[src/rtl/div_unit_pkg.sv]
// Shared encodings for the multi-cycle DIV/DIVU unit in EX.
package div_unit_pkg;

    typedef enum logic [1:0] {
        DIV_FREE   = 2'b00,
        DIV_BYZERO = 2'b01,
        DIV_ON     = 2'b10,
        DIV_END    = 2'b11
    } div_state_e;

    localparam logic DIV_RESULT_READY     = 1'b1;
    localparam logic DIV_RESULT_NOT_READY = 1'b0;

endpackage

[src/rtl/div_unit_abs_neg.sv]
// Conditional two's-complement negate: used to take |operand| at accept time.
module div_unit_abs_neg #(
    parameter int WIDTH = 32
) (
    input  logic [WIDTH-1:0] a,
    input  logic             neg,
    output logic [WIDTH-1:0] y
);

    assign y = neg ? (~a + 1'b1) : a;

endmodule

[src/rtl/div_unit.sv]
// Radix-2 restoring divider for MIPS DIV/DIVU; one quotient bit per cycle,
// stalling IF/ID/EX until the result is ready.
module div_unit
    import div_unit_pkg::*;
#(
    parameter int WIDTH = 32,
    parameter int CNT_W = 6
) (
    input  logic             clk,
    input  logic             rst,
    input  logic             start,
    input  logic             signed_div,
    input  logic [WIDTH-1:0] dividend,
    input  logic [WIDTH-1:0] divisor,
    input  logic             annul,
    output logic [WIDTH-1:0] quotient,
    output logic [WIDTH-1:0] remainder,
    output logic             ready,
    output logic             stallreq_for_ex
);

    div_state_e       state_q, state_d;
    logic [CNT_W-1:0] cnt_q, cnt_d;
    logic [WIDTH-1:0] rem_q, rem_d;
    logic [WIDTH-1:0] quot_q, quot_d;
    logic [WIDTH-1:0] dsor_q, dsor_d;
    logic             neg_quot_q, neg_quot_d;
    logic             neg_rem_q, neg_rem_d;
    logic [WIDTH-1:0] quotient_q, quotient_d;
    logic [WIDTH-1:0] remainder_q, remainder_d;

    logic [WIDTH-1:0] dvd_abs, dsr_abs;
    logic [WIDTH:0]   rem_sh, trial;
    logic [WIDTH-1:0] rem_nx, quot_nx;

    div_unit_abs_neg #(.WIDTH(WIDTH)) u_abs_dvd (
        .a   (dividend),
        .neg (signed_div & dividend[WIDTH-1]),
        .y   (dvd_abs)
    );

    div_unit_abs_neg #(.WIDTH(WIDTH)) u_abs_dsr (
        .a   (divisor),
        .neg (signed_div & divisor[WIDTH-1]),
        .y   (dsr_abs)
    );

    // One restoring step: shift in the next dividend bit, keep the trial if it did not borrow.
    always_comb begin
        rem_sh  = {rem_q, quot_q[WIDTH-1]};
        trial   = rem_sh - {1'b0, dsor_q};
        rem_nx  = trial[WIDTH] ? rem_sh[WIDTH-1:0] : trial[WIDTH-1:0];
        quot_nx = {quot_q[WIDTH-2:0], ~trial[WIDTH]};
    end

    always_comb begin
        state_d     = state_q;
        cnt_d       = cnt_q;
        rem_d       = rem_q;
        quot_d      = quot_q;
        dsor_d      = dsor_q;
        neg_quot_d  = neg_quot_q;
        neg_rem_d   = neg_rem_q;
        quotient_d  = quotient_q;
        remainder_d = remainder_q;
        case (state_q)
            DIV_FREE: begin
                if (start && !annul) begin
                    neg_quot_d = signed_div & (dividend[WIDTH-1] ^ divisor[WIDTH-1]);
                    neg_rem_d  = signed_div & dividend[WIDTH-1];
                    if (divisor == '0) begin
                        state_d = DIV_BYZERO;
                    end else begin
                        state_d = DIV_ON;
                        rem_d   = '0;
                        quot_d  = dvd_abs;
                        dsor_d  = dsr_abs;
                        cnt_d   = '0;
                    end
                end
            end
            DIV_ON: begin
                rem_d  = rem_nx;
                quot_d = quot_nx;
                cnt_d  = cnt_q + 1'b1;
                if (cnt_q == CNT_W'(WIDTH - 1)) begin
                    state_d     = DIV_END;
                    quotient_d  = neg_quot_q ? (~quot_nx + 1'b1) : quot_nx;
                    remainder_d = neg_rem_q ? (~rem_nx + 1'b1) : rem_nx;
                end
            end
            DIV_BYZERO: begin
                state_d     = DIV_END;
                quotient_d  = '0;
                remainder_d = '0;
            end
            DIV_END: begin
                if (!start) state_d = DIV_FREE;
            end
            default: state_d = DIV_FREE;
        endcase
        if (annul) state_d = DIV_FREE;
    end

    always_ff @(posedge clk or posedge rst) begin
        if (rst) begin
            state_q     <= DIV_FREE;
            cnt_q       <= '0;
            rem_q       <= '0;
            quot_q      <= '0;
            dsor_q      <= '0;
            neg_quot_q  <= 1'b0;
            neg_rem_q   <= 1'b0;
            quotient_q  <= '0;
            remainder_q <= '0;
        end else begin
            state_q     <= state_d;
            cnt_q       <= cnt_d;
            rem_q       <= rem_d;
            quot_q      <= quot_d;
            dsor_q      <= dsor_d;
            neg_quot_q  <= neg_quot_d;
            neg_rem_q   <= neg_rem_d;
            quotient_q  <= quotient_d;
            remainder_q <= remainder_d;
        end
    end

    assign ready           = (state_q == DIV_END) ? DIV_RESULT_READY : DIV_RESULT_NOT_READY;
    assign quotient        = quotient_q;
    assign remainder       = remainder_q;
    // Held low during reset so every output reads zero while rst is high.
    assign stallreq_for_ex = start & ~ready & ~annul & ~rst;

endmodule

[config.mk]
export PLATFORM = sky130hd
export DESIGN_NAME = div_unit
export DESIGN_NICKNAME = d
export VERILOG_FILES = /design/src/rtl/div_unit_pkg.sv /design/src/rtl/div_unit_abs_neg.sv /design/src/rtl/div_unit.sv
export SDC_FILE = /design/constraint.sdc
export NUM_CORES = 1
export LEC_CHECK = 0
export BUFFER_PORTS_ARGS = -buffer_cell sky130_fd_sc_hd__buf_4
export CORE_MARGIN = 5
export CORE_UTILIZATION = 30
export CTS_CLUSTER_SIZE = 14
export DETAILED_ROUTE_END_ITERATION = 16
export PLACE_DENSITY = 0.53
export SYNTH_ARGS = -nofsm -noshare
export SYNTH_HDL_FRONTEND = slang
export SYNTH_SLANG_ARGS = --single-unit
[constraint.sdc]
create_clock -name clk -period 6.7 [get_ports clk]
set_input_delay 0.335 -clock clk [delete_from_list [all_inputs] [get_ports clk]]
set_output_delay 0.335 -clock clk [all_outputs]
set_load 0.05 [all_outputs]
=== Word level (Yosys, flattened, before mapping) ===
Cells that the tools add are included.

* Output and inout bits: 66
* Bits in registers: 170
* Bits of input ports: 69
* Word-level logic and storage cells: 77

* Muxes and demuxes: 25
* Reductions and logical operators: 11
* Add/sub/neg operators: 6
* Bitwise logic cells: 16
* Equality and inequality tests: 10

{| class="wikitable"
|+ Operators with widths
! operator !! count
|-
| 2-to-1 mux 32 bit || 11
|-
| case mux 32 bit (2 select lines) || 4
|-
| adder 32 x 1 -> 32 bit, second input constant || 4
|-
| NOT 32 bit || 4
|-
| subtractor 33 x 32 -> 33 bit || 1
|-
| zero test 32 bit || 1
|-
| 2-to-1 mux 6 bit || 2
|-
| case mux 6 bit (2 select lines) || 1
|-
| 2-to-1 mux 2 bit || 5
|-
| inequality test 3 bit, second input constant || 3
|-
| AND reduction 3 bit || 3
|-
| case mux 2 bit (4 select lines) || 1
|-
| adder 6 x 1 -> 6 bit, second input constant || 1
|-
| AND 1 bit || 6
|-
| equality test 6 x 5 -> 1 bit, second input constant || 1
|-
| inequality test 2 bit, second input constant || 3
|-
| NOT 1 bit || 5
|-
| equality test 2 bit, second input constant || 2
|-
| AND reduction 2 bit || 2
|-
| nonzero test 2 bit || 2
|-
| equality test 2 x 1 -> 1 bit, second input constant || 1
|-
| zero test 2 bit || 1
|-
| logical AND 1 bit || 1
|-
| zero test 1 bit || 1
|-
| other kinds (2) || 2
|}

=== Longest topological paths before layout ===
* Word-level depth: 7
* Mapped depth: 24
* Mapped depth without buffers: 22

=== Modules after synthesis ===
Synthesis repeated with hierarchy kept, for this count alone.

* Cells, all modules: 1463
* Area total of the unflattened synthesis: 12548.3 um^2

{| class="wikitable"
|+ Modules (own cells, without submodules)
! module !! sequential area each (um^2) !! instances !! area each (um^2) !! cells an instance
|-
| div_unit || 4254.1 || 1 || 10994.3 || 1265
|-
| div_unit_abs_neg || 0.0 || 2 || 777.0 || 99
|}

=== Least setup slack after synthesis ===
No wires, ideal clock.

* Path kind: reg-to-reg
* From: reg rem_q[11]
* To: reg remainder_q[28] (netlist: remainder[28])
* Arrival time: 4.673 ns
* Setup time: 0.129 ns
* Data required time: 6.571 ns
* Stages on the path, launching flop included: 23
* Buffers on the path: 3
* Period minus slack after synthesis: 4.802 ns
* Path slack: 1.898 ns
* Cells stage by stage: dfrtp_1 ha_1 clkbuf_1 nand4_1 a2111oi_2 o211ai_1 nand2_1 mux2i_4 nor2_2 inv_2 clkbuf_1 buf_1 nor2_1 a21oi_1 ha_1 nand4bb_1 nor4_1 nand3_1 o21ai_1 nand2_1 o41ai_1 xnor2_1 o21ai_1

* Longest elaborated chain between the ends: 7

{| class="wikitable"
|+ RTL lines
! item !! RTL line !! text
|-
| start, declared || div_unit.sv:24 || <nowiki>logic [WIDTH-1:0] rem_q, rem_d;</nowiki>
|-
| start signal, assigned || div_unit.sv:119 || <nowiki>rem_q <= rem_d;</nowiki>
|-
| subtractor 33 x 32 -> 33 bit || div_unit.sv:51 || <nowiki>trial = rem_sh - {1'b0, dsor_q};</nowiki>
|-
| 2-to-1 mux 32 bit (*) || div_unit.sv:52 || <nowiki>rem_nx = trial[WIDTH] ? rem_sh[WIDTH-1:0] : trial[WIDTH-1:0];</nowiki>
|-
| NOT 32 bit || div_unit.sv:89 || <nowiki>remainder_d = neg_rem_q ? (~rem_nx + 1'b1) : rem_nx;</nowiki>
|-
| adder 32 x 1 -> 32 bit || div_unit.sv:89 ||
|-
| 2-to-1 mux 32 bit (*) || div_unit.sv:89 ||
|-
| 2-to-1 mux 32 bit (*) || div_unit.sv:86 || <nowiki>if (cnt_q == CNT_W'(WIDTH - 1)) begin</nowiki>
|-
| case mux 32 bit (2 select lines) (*) || div_unit.sv:66 || <nowiki>case (state_q)</nowiki>
|-
| end signal, assigned || div_unit.sv:125 || <nowiki>remainder_q <= remainder_d;</nowiki>
|-
| end, declared || div_unit.sv:30 || <nowiki>logic [WIDTH-1:0] remainder_q, remainder_d;</nowiki>
|}

Every way passes the cells marked *; elsewhere a longest branch is shown, timed or not. The select of a mux whose other input is x is not followed.
A chain may end at the register's enable or synchronous reset.

=== Worst setup path in the final report ===
* From: reg quot_q[31]
* To: reg remainder_q[28] (netlist: remainder[28])

* Longest elaborated chain between the ends: 7

{| class="wikitable"
|+ RTL lines
! item !! RTL line !! text
|-
| start, declared || div_unit.sv:25 || <nowiki>logic [WIDTH-1:0] quot_q, quot_d;</nowiki>
|-
| start signal, assigned || div_unit.sv:120 || <nowiki>quot_q <= quot_d;</nowiki>
|-
| subtractor 33 x 32 -> 33 bit || div_unit.sv:51 ||
|-
| 2-to-1 mux 32 bit (*) || div_unit.sv:52 ||
|-
| NOT 32 bit || div_unit.sv:89 ||
|-
| adder 32 x 1 -> 32 bit || div_unit.sv:89 ||
|-
| 2-to-1 mux 32 bit (*) || div_unit.sv:89 ||
|-
| 2-to-1 mux 32 bit (*) || div_unit.sv:86 ||
|-
| case mux 32 bit (2 select lines) (*) || div_unit.sv:66 ||
|}

Marked as above.

==> impl_metrics.tcl <==
set metrics [dict create \
    ys_ff_latch 170 \
    num_io_pins 135 \
    max_cap_viol_count 0 \
    async_flop_share_pct 100 \
    fin_skew_ps 12.9 \
    synth_cells 1532 \
    path_cells "inv_1 > ha_1 > inv_1 > fa_1 > a211oi_2 > o31ai_2 > o211ai_1 > nand2_1 > mux2i_4 > nor2_4 > inv_2 > mux2i_1 > ha_1 > nand4bb_1 > nor4_1 > nand3_1 > o21ai_1 > nand2_1 > o41ai_1 > xnor2_1 > o21ai_1" \
    crit_required_ps 7010 \
    cts_buffer_depth 2 \
    yosysUniqueCellTypes 86 \
    end_kind "flop" \
    drc 0 \
    finalHoldViolations 0 \
    portBuffers 134 \
    slew_headroom_pct 29.9 \
    grt_pass1_vias 10700 \
    synth_enable_flop_cells 0 \
    die_area_sq_mm 0.0450 \
    yosys_warnings 0 \
    finalWirelength_um 38300 \
    cts_tree "done" \
    postCtsHoldBufs 0 \
    clkLatencyLatePin_ps 460 \
    setup_viol 0 \
    slowest_stage "o31ai_2" \
    p_per_area_mw_per_mm2 416 \
    grt.total_usage_pct 17.0 \
    layout-drive-gt1-share_pct 13.2 \
    tns_ps 0 \
    ys.flop_type "dfrtp_1" \
    post_cts_resize_count 0 \
    reg2regPathDepth 21 \
    arrival_ps 5550 \
    overflow 0 \
    reg2reg_from "quot_q[31]$_DFFE_PP0P_" \
    fmax_mhz 191 \
    start_util_pct 30.2 \
    clock-root-buffer "clkbuf_16" \
    routabilityCongestion 0.900 \
    numCtsBuffers 17 \
    dr_total_vias 11100 \
    cts_sinks 170 \
    ys_seq_area_share_pct 34.7 \
    core.rowCount 74 \
    slew_viol_final 0 \
    synth_fp_nets 1644 \
    dr.pass1.iters 5 \
    antenna_left 0 \
    grt_max_degree 87 \
    fin_crit_ps 5240 \
    slowest_delay_ps 490 \
    power_uw 5950 \
    crit_type "reg2reg" \
    clk_pin_slew_ps 80 \
    core_area_sq_mm 0.0406 \
    cts-htree-levels 4 \
    die_width_um 212 \
    min_period_over_period_pct 78.2 \
    worst_pin_slew_ps 1050 \
    synth_area_sq_mm 0.0123 \
    reg2reg_to "remainder[28]$_DFFE_PP0P_" \
    drt_iter0_markers 774 \
    grt_pass1_wl_um 60900 \
    die_h_um 212 \
    wire_per_inst_um 17.7 \
    area_growth_pct 16.5 \
    cp_top_family "compound AO/OA/AOI/OAI gates" \
    crit_fanout 6 \
    antenna_found_initial 0 \
    ir_drop_mv 0.139 \
    syn_avg_cell_area_sq_um 8.01 \
    status "completed" \
    postCtsSetupRepairBufs 0 \
    cellLeakagePower_uw 0.00633 \
    antennaDiodeCount 0 \
    fin_nets 1724 \
    hold_path_class "in2async" \
    rsz0062_at_grt "no" \
    crit_path_start_kind "flop" \
    crit_buf_inv 3 \
    dpl.hpwl_um 29400 \
    timing.reg2reg.setup_slack_ps 1460 \
    via_per_inst 5.14 \
]
[layer usage]
metal | up-vias | wire, um | share of wire [%] | GRT usage (%)
met1 | 5178 | 20400 | 53 | 27.0
met5 | - | 0 | 0 | 0
met4 | 0 | 576 | 1.5 | 4.26
met2 | 271 | 15500 | 40 | 24.0
met3 | 26 | 1820 | 4.8 | 2.57
li1 | 5615 | - | - | -
[flip-flops by register name (all words and copies together) (netlist names)]
| name | flops |
|---|---|
| neg_rem_q | 1 |
| quotient | 32 |
| remainder | 32 |
| neg_quot_q | 1 |
| cnt_q | 6 |
| state_q | 2 |
| dsor_q | 32 |
| rem_q | 32 |
| quot_q | 32 |
[placed cells by master, fill, tap and decap left out, drive strengths merged, types with 9 or more instances in the layout]
cell type    n
nand4       16
a31oi        9
a21oi      111
a21o         9
xnor2       54
nor2       109
a22o        12
o31ai       51
nand3       29
xor2        87
and2        11
dfrtp      170
or3         28
inv         63
nor4        14
ha          42
o21ai      177
o41ai       10
a211o        9
nor3        33
clkbuf      18
or4          9
nand2      267
mux2i       18
or2          9
o211ai      15
buf        145
[cells in the mapped netlist (4+ instances only)]
master	count	area share, %
nand2_1	267	8.2
dfrtp_1	170	35
o21ai_0	165	6.7
a21oi_1	108	4.4
nor2_1	108	3.3
xor2_1	87	6.2
clkbuf_1	61	1.9
xnor2_1	54	3.9
inv_1	53	1.6
o31ai_1	50	3.1
ha_1	42	4.3
nor3_1	33	1.3
nand3_1	29	1.2
or3_1	27	1.4
mux2i_1	17	1.4
nand4_1	16	0.82
o211ai_1	15	0.92
nor4_1	13	0.66
a22o_1	12	0.86
buf_2	12	0.49
o21ai_1	11	0.45
a211o_1	9	0.64
a21o_1	9	0.55
a31oi_1	9	0.46
o41ai_1	9	0.64
buf_4	8	0.49
or2_2	8	0.41
or4_1	8	0.49
and2_1	7	0.36
o21a_1	7	0.43
o31a_1	6	0.43
a211oi_1	5	0.31
and3_1	5	0.25
nand3b_1	5	0.31
nor3b_1	5	0.31
nor2b_1	4	0.20
o211a_1	4	0.33
[cell families (layout without fill, tap and decap cells)]
group	after synthesis	count (layout)	share of synthesized area, %
adder cells (fa/ha/maj)	43	43	4.45
flip-flops	170	170	34.7
multiplexers	21	21	1.88
AO/OA/AOI/OAI	458	458	23.3
AND/OR/NAND/NOR	561	561	21.1
buffers and inverters	138	231	4.60
XOR/XNOR	141	141	10.1
[through the flow]
step                util (%)  setup slack [ps]  instance area [sq um]  std cells  hold WS (ps)
CTS                     35.2              1500                  14300       2157          43.5
global placement        33.7              1800                  13700       2125           464
floorplan                  -              1760                  12300       1532           398
global route            35.2              1100                  14300       2157          58.1
detailed placement      33.7              1560                  13700       2125           473
finish                  35.2              1460                  14300       2157          51.5
[cell type report]
type | instances | area, sq um
fillers | 4228 | 26400
multi-input cells | 1224 | 7470
flip-flops and latches | 170 | 4250
repair buffers | 145 | 1090
well taps | 532 | 666
clock buffers | 18 | 429
inverters | 54 | 208
clock inverters | 14 | 171
[power breakdown]
part	internal (uW)	total, uW	leakage, uW	switching (uW)
combinational	1020	3210	0.00381	2190
clock	537	1030	0.000295	496
sequential	1390	1710	0.00223	318
total	2950	5950	0.00633	3000
[how the worst max path moves through the flow]
stage	startpoint	endpoint	slack, ps	depth (start not counted)
finish	quot_q[31]$_DFFE_PP0P_	remainder[28]$_DFFE_PP0P_	1460	21
global route	quot_q[31]$_DFFE_PP0P_	remainder[28]$_DFFE_PP0P_	1100	21
CTS	quot_q[31]$_DFFE_PP0P_	remainder[28]$_DFFE_PP0P_	1500	21
detailed placement	quot_q[31]$_DFFE_PP0P_	remainder[28]$_DFFE_PP0P_	1560	21
global placement	quot_q[31]$_DFFE_PP0P_	remainder[28]$_DFFE_PP0P_	1800	21
floorplan	rst	cnt_q[0]$_DFFE_PP0P_	1760	1
Note: power is estimated with default switching activity, not from simulation.
